<file path="src/rtl/apb_fifo_bridge.sv">
// APB3 slave that bridges a register file to a TX FIFO (APB -> consumer) and an
// RX FIFO (producer -> APB), with sticky error flag and level interrupts.
//
// Ports:
//   PCLK, PRESETn            clock, asynchronous active-low reset
//   PSELx/PENABLE/PWRITE/PADDR/PWDATA/PRDATA/PREADY/PSLVERR   APB3 slave
//   TX_DATA/TX_VALID/TX_READY  TX FIFO head and handshake towards the consumer
//   RX_DATA/RX_VALID/RX_READY  RX FIFO input handshake from the producer
//   ERROR                    core error flag (sets err_sticky)
//   CONFIG, TIMEOUT          register contents
//   INT_TX/INT_RX/INT_ERR    level interrupts gated by INT_EN
module apb_fifo_bridge #(
    parameter int unsigned DATA_W      = 32,
    parameter int unsigned ADDR_W      = 8,
    parameter int unsigned TX_DEPTH    = 8,
    parameter int unsigned RX_DEPTH    = 8,
    parameter int unsigned WAIT_STATES = 0
) (
    input  logic              PCLK,
    input  logic              PRESETn,
    input  logic              PSELx,
    input  logic              PENABLE,
    input  logic              PWRITE,
    input  logic [ADDR_W-1:0] PADDR,
    input  logic [DATA_W-1:0] PWDATA,
    output logic [DATA_W-1:0] PRDATA,
    output logic              PREADY,
    output logic              PSLVERR,
    output logic [DATA_W-1:0] TX_DATA,
    output logic              TX_VALID,
    input  logic              TX_READY,
    input  logic [DATA_W-1:0] RX_DATA,
    input  logic              RX_VALID,
    output logic              RX_READY,
    input  logic              ERROR,
    output logic [13:0]       CONFIG,
    output logic [13:0]       TIMEOUT,
    output logic              INT_TX,
    output logic              INT_RX,
    output logic              INT_ERR
);

    localparam int unsigned TX_PW = $clog2(TX_DEPTH);
    localparam int unsigned TX_CW = TX_PW + 1;
    localparam int unsigned RX_PW = $clog2(RX_DEPTH);
    localparam int unsigned RX_CW = RX_PW + 1;
    localparam int unsigned AW    = ADDR_W - 2;

    typedef enum logic [1:0] {StIdle, StSetup, StAccess} state_e;

    state_e            state_q, state_d;
    logic [2:0]        wait_q, wait_d;
    logic [13:0]       config_q, config_d, timeout_q, timeout_d;
    logic [2:0]        int_en_q, int_en_d;
    logic              err_sticky_q, err_sticky_d;

    logic [DATA_W-1:0] tx_mem_q [TX_DEPTH];
    logic [TX_PW-1:0]  tx_wr_q, tx_wr_d, tx_rd_q, tx_rd_d;
    logic [TX_CW-1:0]  tx_cnt_q, tx_cnt_d;
    logic [DATA_W-1:0] rx_mem_q [RX_DEPTH];
    logic [RX_PW-1:0]  rx_wr_q, rx_wr_d, rx_rd_q, rx_rd_d;
    logic [RX_CW-1:0]  rx_cnt_q, rx_cnt_d;

    logic [AW-1:0]     word;
    logic              sel_cfg, sel_tmo, sel_txd, sel_rxd, sel_stat, sel_ien, sel_clr, unmapped;
    logic              pready, acc_err, wr_ok, rd_ok;
    logic              tx_full, tx_empty, rx_full, rx_empty;
    logic              tx_push, tx_pop, rx_push, rx_pop;
    logic [31:0]       status, rdata_full;
    logic              unused_paddr;

    assign word         = PADDR[ADDR_W-1:2];
    assign unused_paddr = ^PADDR[1:0];

    assign tx_full  = (tx_cnt_q == TX_CW'(TX_DEPTH));
    assign tx_empty = (tx_cnt_q == '0);
    assign rx_full  = (rx_cnt_q == RX_CW'(RX_DEPTH));
    assign rx_empty = (rx_cnt_q == '0);

    // Address decode; everything beyond 0x18 is unmapped.
    always_comb begin
        sel_cfg  = 1'b0;
        sel_tmo  = 1'b0;
        sel_txd  = 1'b0;
        sel_rxd  = 1'b0;
        sel_stat = 1'b0;
        sel_ien  = 1'b0;
        sel_clr  = 1'b0;
        unmapped = 1'b0;
        case (word)
            AW'(0):  sel_cfg  = 1'b1;
            AW'(1):  sel_tmo  = 1'b1;
            AW'(2):  sel_txd  = 1'b1;
            AW'(3):  sel_rxd  = 1'b1;
            AW'(4):  sel_stat = 1'b1;
            AW'(5):  sel_ien  = 1'b1;
            AW'(6):  sel_clr  = 1'b1;
            default: unmapped = 1'b1;
        endcase
    end

    // Completion cycle; dropping PSELx cancels it, so no side effect can leak.
    assign pready  = (state_q == StAccess) && (wait_q == 3'd0) && PSELx;
    assign acc_err = unmapped
                   | (PWRITE & (sel_rxd | sel_stat))
                   | (!PWRITE & (sel_txd | sel_clr))
                   | (PWRITE & sel_txd & tx_full)
                   | (!PWRITE & sel_rxd & rx_empty);
    assign wr_ok   = pready & !acc_err & PWRITE;
    assign rd_ok   = pready & !acc_err & !PWRITE;
    assign PREADY  = pready;
    assign PSLVERR = pready & acc_err;

    always_comb begin
        state_d = state_q;
        wait_d  = wait_q;
        unique case (state_q)
            StIdle: begin
                if (PSELx && !PENABLE) state_d = StSetup;
            end
            StSetup: begin
                if (!PSELx) begin
                    state_d = StIdle;
                end else begin
                    state_d = StAccess;
                    wait_d  = 3'(WAIT_STATES);
                end
            end
            StAccess: begin
                if (!PSELx || wait_q == 3'd0) state_d = StIdle;
                else                          wait_d  = wait_q - 3'd1;
            end
            default: state_d = StIdle;
        endcase
    end

    // FIFO handshakes. A full TX FIFO errors the write even if a pop happens now.
    assign tx_push = wr_ok & sel_txd;
    assign tx_pop  = !tx_empty & TX_READY;
    assign rx_push = RX_VALID & !rx_full;
    assign rx_pop  = rd_ok & sel_rxd;

    always_comb begin
        config_d     = (wr_ok && sel_cfg) ? PWDATA[13:0] : config_q;
        timeout_d    = (wr_ok && sel_tmo) ? PWDATA[13:0] : timeout_q;
        int_en_d     = (wr_ok && sel_ien) ? PWDATA[2:0]  : int_en_q;
        // Set wins over a simultaneous clear.
        err_sticky_d = ERROR | (err_sticky_q & !(wr_ok & sel_clr & PWDATA[2]));

        tx_wr_d  = tx_push ? tx_wr_q + TX_PW'(1) : tx_wr_q;
        tx_rd_d  = tx_pop  ? tx_rd_q + TX_PW'(1) : tx_rd_q;
        tx_cnt_d = tx_cnt_q;
        if (tx_push && !tx_pop) tx_cnt_d = tx_cnt_q + TX_CW'(1);
        if (!tx_push && tx_pop) tx_cnt_d = tx_cnt_q - TX_CW'(1);

        rx_wr_d  = rx_push ? rx_wr_q + RX_PW'(1) : rx_wr_q;
        rx_rd_d  = rx_pop  ? rx_rd_q + RX_PW'(1) : rx_rd_q;
        rx_cnt_d = rx_cnt_q;
        if (rx_push && !rx_pop) rx_cnt_d = rx_cnt_q + RX_CW'(1);
        if (!rx_push && rx_pop) rx_cnt_d = rx_cnt_q - RX_CW'(1);
    end

    always_comb begin
        status        = 32'b0;
        status[0]     = tx_full;
        status[1]     = tx_empty;
        status[2]     = rx_full;
        status[3]     = rx_empty;
        status[4]     = err_sticky_q;
        status[11:8]  = 4'(tx_cnt_q);
        status[19:16] = 4'(rx_cnt_q);

        rdata_full = 32'b0;
        if (sel_cfg)  rdata_full[13:0]       = config_q;
        if (sel_tmo)  rdata_full[13:0]       = timeout_q;
        if (sel_rxd)  rdata_full[DATA_W-1:0] = rx_mem_q[rx_rd_q];
        if (sel_stat) rdata_full             = status;
        if (sel_ien)  rdata_full[2:0]        = int_en_q;
        PRDATA = rd_ok ? rdata_full[DATA_W-1:0] : '0;
    end

    always_ff @(posedge PCLK or negedge PRESETn) begin
        if (!PRESETn) begin
            state_q      <= StIdle;
            wait_q       <= 3'd0;
            config_q     <= 14'd0;
            timeout_q    <= 14'd0;
            int_en_q     <= 3'd0;
            err_sticky_q <= 1'b0;
            tx_wr_q      <= '0;
            tx_rd_q      <= '0;
            tx_cnt_q     <= '0;
            rx_wr_q      <= '0;
            rx_rd_q      <= '0;
            rx_cnt_q     <= '0;
        end else begin
            state_q      <= state_d;
            wait_q       <= wait_d;
            config_q     <= config_d;
            timeout_q    <= timeout_d;
            int_en_q     <= int_en_d;
            err_sticky_q <= err_sticky_d;
            tx_wr_q      <= tx_wr_d;
            tx_rd_q      <= tx_rd_d;
            tx_cnt_q     <= tx_cnt_d;
            rx_wr_q      <= rx_wr_d;
            rx_rd_q      <= rx_rd_d;
            rx_cnt_q     <= rx_cnt_d;
        end
    end

    always_ff @(posedge PCLK or negedge PRESETn) begin
        if (!PRESETn) begin
            for (int i = 0; i < int'(TX_DEPTH); i++) tx_mem_q[i] <= '0;
        end else if (tx_push) begin
            tx_mem_q[tx_wr_q] <= PWDATA;
        end
    end

    always_ff @(posedge PCLK or negedge PRESETn) begin
        if (!PRESETn) begin
            for (int i = 0; i < int'(RX_DEPTH); i++) rx_mem_q[i] <= '0;
        end else if (rx_push) begin
            rx_mem_q[rx_wr_q] <= RX_DATA;
        end
    end

    assign TX_DATA  = tx_mem_q[tx_rd_q];
    assign TX_VALID = !tx_empty;
    assign RX_READY = !rx_full;
    assign CONFIG   = config_q;
    assign TIMEOUT  = timeout_q;
    assign INT_TX   = int_en_q[0] & tx_empty;
    assign INT_RX   = int_en_q[1] & !rx_empty;
    assign INT_ERR  = int_en_q[2] & err_sticky_q;

endmodule

</file>
<file path="config.mk">
export PLATFORM = sky130hd
export DESIGN_NAME = apb_fifo_bridge
export DESIGN_NICKNAME = d
export VERILOG_FILES = /design/src/rtl/apb_fifo_bridge.sv
export SDC_FILE = /design/constraint.sdc
export NUM_CORES = 1
export LEC_CHECK = 0
export ABC_AREA = 1
export CORE_MARGIN = 2
export CORE_UTILIZATION = 45
export CTS_CLUSTER_SIZE = 20
export DETAILED_ROUTE_END_ITERATION = 6
export PLACE_DENSITY = 0.66
export SYNTH_ARGS = -nofsm -noshare
export SYNTH_HDL_FRONTEND = slang
export SYNTH_SLANG_ARGS = --single-unit
</file>
<file path="constraint.sdc">
create_clock -name PCLK -period 2.8 [get_ports PCLK]
set_clock_uncertainty 0.2 [all_clocks]
set_input_delay 0.56 -clock PCLK [delete_from_list [all_inputs] [get_ports PCLK]]
set_output_delay 0.56 -clock PCLK [all_outputs]
set_load 0.01 [all_outputs]
</file>
=== Word-level counts from Yosys, hierarchy flattened ===
Cells that the tools add are included.

* Register bits after elaboration: 569
* Latch bits: 0
* RAM bits: 0
* Memory bits (read-only): 0
* Memories kept: 0

* $add $sub $neg: 9
* Multiply operators: 0
* Div/mod/pow operators: 0
* Magnitude comparators: 6
* Equality and inequality tests: 14
* Shift-type cells: 0
* Muxes and demuxes: 37
* Bitwise logic cells: 31
* Reduce and logical (&&, ||, !) cells: 36

{| class="wikitable"
|+ Operators by type and width
! operator !! number
|-
| bitwise mux 256 bit || 2
|-
| two-way mux 32 bit || 9
|-
| binary-select mux 32 bit (select 3 bit) || 2
|-
| demux 32 bit (select 3 bit) || 2
|-
| two-way mux 14 bit || 2
|-
| AND 1 bit || 20
|-
| equality test 6 x 3 -> 1 bit (second input constant) || 3
|-
| >= comparator 4 bit (second input constant) || 4
|-
| two-way mux 4 bit || 4
|-
| inverter 3 -> 4 bit || 4
|-
| adder 3 x 1 -> 3 bit (second input constant) || 4
|-
| equality test 6 x 2 -> 1 bit (second input constant) || 2
|-
| logical AND 1 bit || 12
|-
| zero test 1 bit || 12
|-
| two-way mux 3 bit || 3
|-
| adder 4 x 1 -> 4 bit (second input constant) || 2
|-
| equality test 4 bit (second input constant) || 2
|-
| zero test 4 bit || 2
|-
| < comparator 4 x 1 -> 1 bit (second input constant) || 2
|-
| two-way mux 1 bit || 8
|-
| subtractor 4 x 1 -> 4 bit (second input constant) || 2
|-
| OR 1 bit || 7
|-
| OR reduction 7 bit || 1
|-
| equality test 6 x 1 -> 1 bit (second input constant) || 1
|-
| 15 further kinds || 21
|}

=== Logic depth before layout (Yosys ltp) ===
* Depth after elaboration: 16
* Mapped depth: 19
* Depth with buffers taken out: 18

=== Least setup slack after synthesis ===
Ideal clock, no wire load.

* Kind: input to register
* Start point: input PADDR[7]
* End point: register tx_cnt_q[2]
* Arrival: 2.704 ns
* Data required time: 2.518 ns
* Setup slack: -0.186 ns
* Stages on the path: 17
* Path buffers: 1
* Cells stage by stage: nor2_4 nand2_2 nand2_1 nand2_1 nor2_2 nand3_2 nor2_4 buf_4 nand2_1 ha_1 nand2_1 inv_1 nor2_1 ha_1 a21oi_1 or2_2 a31oi_1

* Cells in the longest elaborated chain, start to end: 15
* Elaborated cells between the ends (all ways): 34
* Classes of those cells: eq/ne (6); mux (6); bitwise (15); reduce/logical (7)

{| class="wikitable"
|+ Ends and longest elaborated chain
! element !! RTL line !! RTL
|-
| start, declared || 24 || <nowiki>input logic [ADDR_W-1:0] PADDR,</nowiki>
|-
| equality test 6 x 2 -> 1 bit or equality test 6 x 3 -> 1 bit (tied branches) || 90 || <nowiki>case (word)</nowiki>
|-
| two-way mux 1 bit || 90 ||
|-
| OR 1 bit || 105 || <nowiki>| (PWRITE & (sel_rxd | sel_stat))</nowiki>
|-
| AND 1 bit || 105 ||
|-
| OR 1 bit || 105 ||
|-
| OR 1 bit || 106 || <nowiki>| (!PWRITE & (sel_txd | sel_clr))</nowiki>
|-
| OR 1 bit || 107 || <nowiki>| (PWRITE & sel_txd & tx_full)</nowiki>
|-
| OR 1 bit || 108 || <nowiki>| (!PWRITE & sel_rxd & rx_empty);</nowiki>
|-
| zero test 1 bit || 109 || <nowiki>assign wr_ok = pready & !acc_err & PWRITE;</nowiki>
|-
| AND 1 bit (2 in a row) || 109 ||
|-
| AND 1 bit (*) || 138 || <nowiki>assign tx_push = wr_ok & sel_txd;</nowiki>
|-
| zero test 1 bit || 154 || <nowiki>if (!tx_push && tx_pop) tx_cnt_d = tx_cnt_q - TX_CW'(1);</nowiki>
|-
| logical AND 1 bit || 154 ||
|-
| two-way mux 4 bit or nonzero test 2 bit (tied branches) || - ||
|-
| end signal, assigned || 205 || <nowiki>tx_cnt_q <= tx_cnt_d;</nowiki>
|-
| end, declared || 59 || <nowiki>logic [TX_CW-1:0] tx_cnt_q, tx_cnt_d;</nowiki>
|}

Mark *: on every way between the ends. The rest lies on a longest branch, timed or not.
A chain may end at the register's enable or synchronous reset.

=== Final worst setup path ===
* Start point: input PWRITE
* End point: output PRDATA[0]

* Cells in the longest elaborated chain, start to end: 9
* Elaborated cells between the ends (all ways): 15
* Classes of those cells: mux (1); bitwise (12); reduce/logical (2)

{| class="wikitable"
|+ Ends and longest elaborated chain
! element !! RTL line !! RTL
|-
| start, declared || 23 || <nowiki>input logic PWRITE,</nowiki>
|-
| AND 1 bit or zero test 1 bit (tied branches) || - ||
|-
| OR 1 bit or AND 1 bit (tied branches) || 105, 106 ||
|-
| OR 1 bit || 106 ||
|-
| OR 1 bit || 107 ||
|-
| OR 1 bit || 108 ||
|-
| zero test 1 bit || 110 || <nowiki>assign rd_ok = pready & !acc_err & !PWRITE;</nowiki>
|-
| AND 1 bit || 110 ||
|-
| AND 1 bit (*) || 110 ||
|-
| two-way mux 32 bit (*) || 179 || <nowiki>PRDATA = rd_ok ? rdata_full[DATA_W-1:0] : '0;</nowiki>
|-
| end, declared || 26 || <nowiki>output logic [DATA_W-1:0] PRDATA,</nowiki>
|}

Marked as above.

==> results.json <==
{
  "status": "finished with violations",
  "violations": "setup timing",
  "cp_data_arrival_time_ns": 2.50,
  "synth_top_family_by_area": "simple AND/OR/NAND/NOR gates",
  "synth_top_area_frac": 0.5208,
  "crit_buf_inv": 6,
  "drive_above_1_share": 0.2095,
  "yosys.area_share.simple": 0.2723,
  "clock_latency_ns": 0.62,
  "cp.required_ns": 2.04,
  "cts_sinks": 569,
  "synth_flop_cell": "dfrtp_1",
  "io_pins": 179,
  "critical_path.startpoint": "PWRITE",
  "endpoint": "PRDATA[0]",
  "reg2reg_from": "wait_q[0]",
  "synth_xor_area_frac": 0.003845,
  "grt_max_degree": 119,
  "crit_top_cell": "buf_6",
  "post-route-min-period_ns": 3.258,
  "power_density_mw_per_mm2": 879.6,
  "final_hold_viol_count": 0,
  "clockBufferDepth": 3,
  "irDropWorstVdd_mv": 0.4529,
  "dieHeight_um": 250.5,
  "die-width_um": 250.5,
  "antenna_found_initial": 1,
  "synthTopCellsByArea": "dfrtp_1, nand2_1, o21ai_0",
  "fmaxAchievable_ghz": 0.3070,
  "yosysUniqueCellTypes": 37,
  "final_cell_mix": "nand2_1, dfrtp_1, o21ai_0",
  "antenna_left": 0,
  "timing.rr.end": "rx_cnt_q[2]",
  "cpPeakStageDelay_ns": 0.59,
  "die_area_mm2": 0.06274,
  "hold_slack_ns": 0.2134,
  "dr.first_iter.drc_count": 2618,
  "synthArstFlopShare": 1.000,
  "worst-path-stages": 12,
  "yosys.area.top_type": "dfrtp_1",
  "synthCells": 3406,
  "routed_wl_um": 91870,
  "path_delay_family": "buffers and inverters",
  "crit_chain": "clkdlybuf4s50_1 -> inv_2 -> a21oi_1 -> a21oi_2 -> nand3_4 -> nor2_4 -> buf_6 -> buf_6 -> o21ai_4 -> nor2_4 -> buf_6 -> buf_6",
  "synth_compound_area_frac": 0.1372,
  "start_util": 0.4538,
  "synth-seq-cells": 569,
  "wl_per_cell_um": 20.43,
  "crit_path_max_fanout": 6,
  "cts_buffers": 66,
  "crit_path_start_kind": "primary input",
  "first_global_vias": 24510,
  "critPathCaptureType": "output port",
  "grt_pass1_wl_um": 142200,
  "sw_frac_of_total": 0.3494,
  "setup_viol": 68,
  "seqPwrFrac": 0.348,
  "tritoncts": "built",
  "tightest_slew_ns": 0.7761,
  "vias_per_cell": 5.760,
  "ff2ff_setup_slack_ns": -0.20,
  "synth_edf_count": 0,
  "power_leakage_uw": 0.01743,
  "vias": 25900,
  "portBuffers": 176,
  "syn-num-nets": 3498,
  "drc": 0,
  "synth-seq-area-share": 0.5208,
  "critical_path_class": "primary input to output port",
  "rows": 90,
  "switching_power_uw": 11060,
  "pwr-share-clk": 0.282,
  "avgSynthCellArea_um2": 8.026,
  "dpl.hpwl_um": 54090,
  "cap_violations": 0,
  "maxSlewViolCount": 0,
  "core_mm2": 0.06025,
  "grt-ovfl-total": 0,
  "nets": 3754,
  "slowest_stage": "clkdlybuf4s50_1",
  "cts_root_buf": "clkbuf_16",
  "intPower_uw": 20600,
  "htreeDepth": 3,
  "layout_commonest_cell": "nand2_1",
  "setup_ws_ns": -0.4576,
  "combPwrFrac": 0.370,
  "hold_class": "primary input to async pin",
  "syn_area_mm2": 0.02734,
  "gp_congestion": 0.9144,
  "post-route-util": 0.5975,
  "rsz0062_at_grt": "true",
  "clkSlewWorstSetupHoldPaths_ns": 0.05,
  "finalCritPeriodShare": 1.163,
  "synthToLayoutAreaGrowth_pct": 31.69,
  "max_slew_margin": 0.4810,
  "synth_adder_area_share": 0.005492,
  "synth_mux_area_frac": 0,
  "dr.pass1.iters": 7,
  "groute.usage.overall": 0.2862,
  "reg2reg_depth": 21,
  "synth_warnings": 0
}
## routing by layer
metal	wire (um)	up-vias	GRT usage
met5	13	-	0
li1	-	12000	-
met2	41000	1101	0.4291
met1	40530	12600	0.4142
met4	3126	2	0.1050
met3	7203	194	0.05362
## synth_stat cells (all sizes together) (4+ instances only)
library cell / count
a21oi: 71
a22oi: 25
a31oi: 34
buf: 103
clkbuf: 196
clkinv: 5
dfrtp: 569
ha: 12
inv: 76
nand2: 1037
nand3: 51
nand4: 274
nor2: 358
nor3: 9
o21ai: 499
o221ai: 19
o22ai: 49
xnor2: 4
xor2: 8
## worst min-delay path by stage
stage / start / end / slack [ns]
after floorplan: PRESETn / CONFIG[0] / 0.06
final: PRESETn / rx_mem_q[157] / 0.21
after CTS: PRESETn / rx_mem_q[157] / 0.20
after global placement: tx_mem_q[207] / tx_mem_q[207] / 0.25
after global routing: PRESETn / rx_mem_q[157] / 0.22
after detailed placement: tx_mem_q[88] / tx_mem_q[88] / 0.25
## cell type report
class                           instances  area (um2)
Fill cell                            5181       24250
Sequential cell                       569       14250
Multi-Input combinational cell       2457       12770
Timing Repair Buffer                  487        5418
Clock buffer                           94        1939
Tap cell                              782       978.4
Inverter                               81       339.1
Clock inverter                         26       297.8
Antenna cell                            1       2.502
## power by group through the flow
stage / sequential, uW / combinational, uW / clock, uW
2_1_floorplan: 10800 / 5100 / 0
3_3_place_gp: 11000 / 9150 / 0
3_5_place_dp: 11100 / 9290 / 0
4_1_cts: 11000 / 10400 / 9020
5_1_grt: 11200 / 12700 / 9350
6_report: 11000 / 11700 / 8930
## per-stage QoR
step	setup TNS [ns]	std cells	total power [uW]	setup WS, ns	area, um2
after global routing	-25.63	4496	33300	-0.5505	36000
final	-19.34	4497	31670	-0.4576	36000
after global placement	-142.25	4323	20190	-1.144	31610
after detailed placement	-138.24	4323	20370	-1.135	31610
after floorplan	-0.07221	3406	15920	-0.06848	27390
after CTS	-21.82	4478	30370	-0.4535	34850
## kinds of logic (layout without fill, tap and decap cells)
family          count (synthesis)  in the layout
fa+ha+maj                      12             12
other cells                     0              1
simple gates                 1733           1733
flops                         569            569
buf+inv                       380            688
compound gates                700            700
xor+xnor                       12             12
## worst register-to-register path: cells and delay by family (launching register included)
family,cells,cell delay (ns)
buffers and inverters,9,1.01
and+or+nand+nor,7,0.71
adders and majority gates,3,0.41
DFF,1,0.39
AOI/OAI and AO/OA,2,0.19
## flip-flops by register name, summed over array words and instances (netlist names)
signal,cells
TIMEOUT,14
state_q,2
tx_rd_q,3
rx_cnt_q,4
wait_q,3
tx_wr_q,3
err_sticky_q,1
rx_rd_q,3
CONFIG,14
rx_mem_q,256
rx_wr_q,3
int_en_q,3
tx_cnt_q,4
tx_mem_q,256
## repair_timing
item	4_1_cts	5_1_grt
hold buffers	1	0
gates resized for setup	488	277
pin swaps	63	114
cloned	14	7
setup endpoints to repair	73	80
hold endpoints to repair	79	0
setup buffers	24	23
Note: power is estimated with default switching activity, not from simulation.
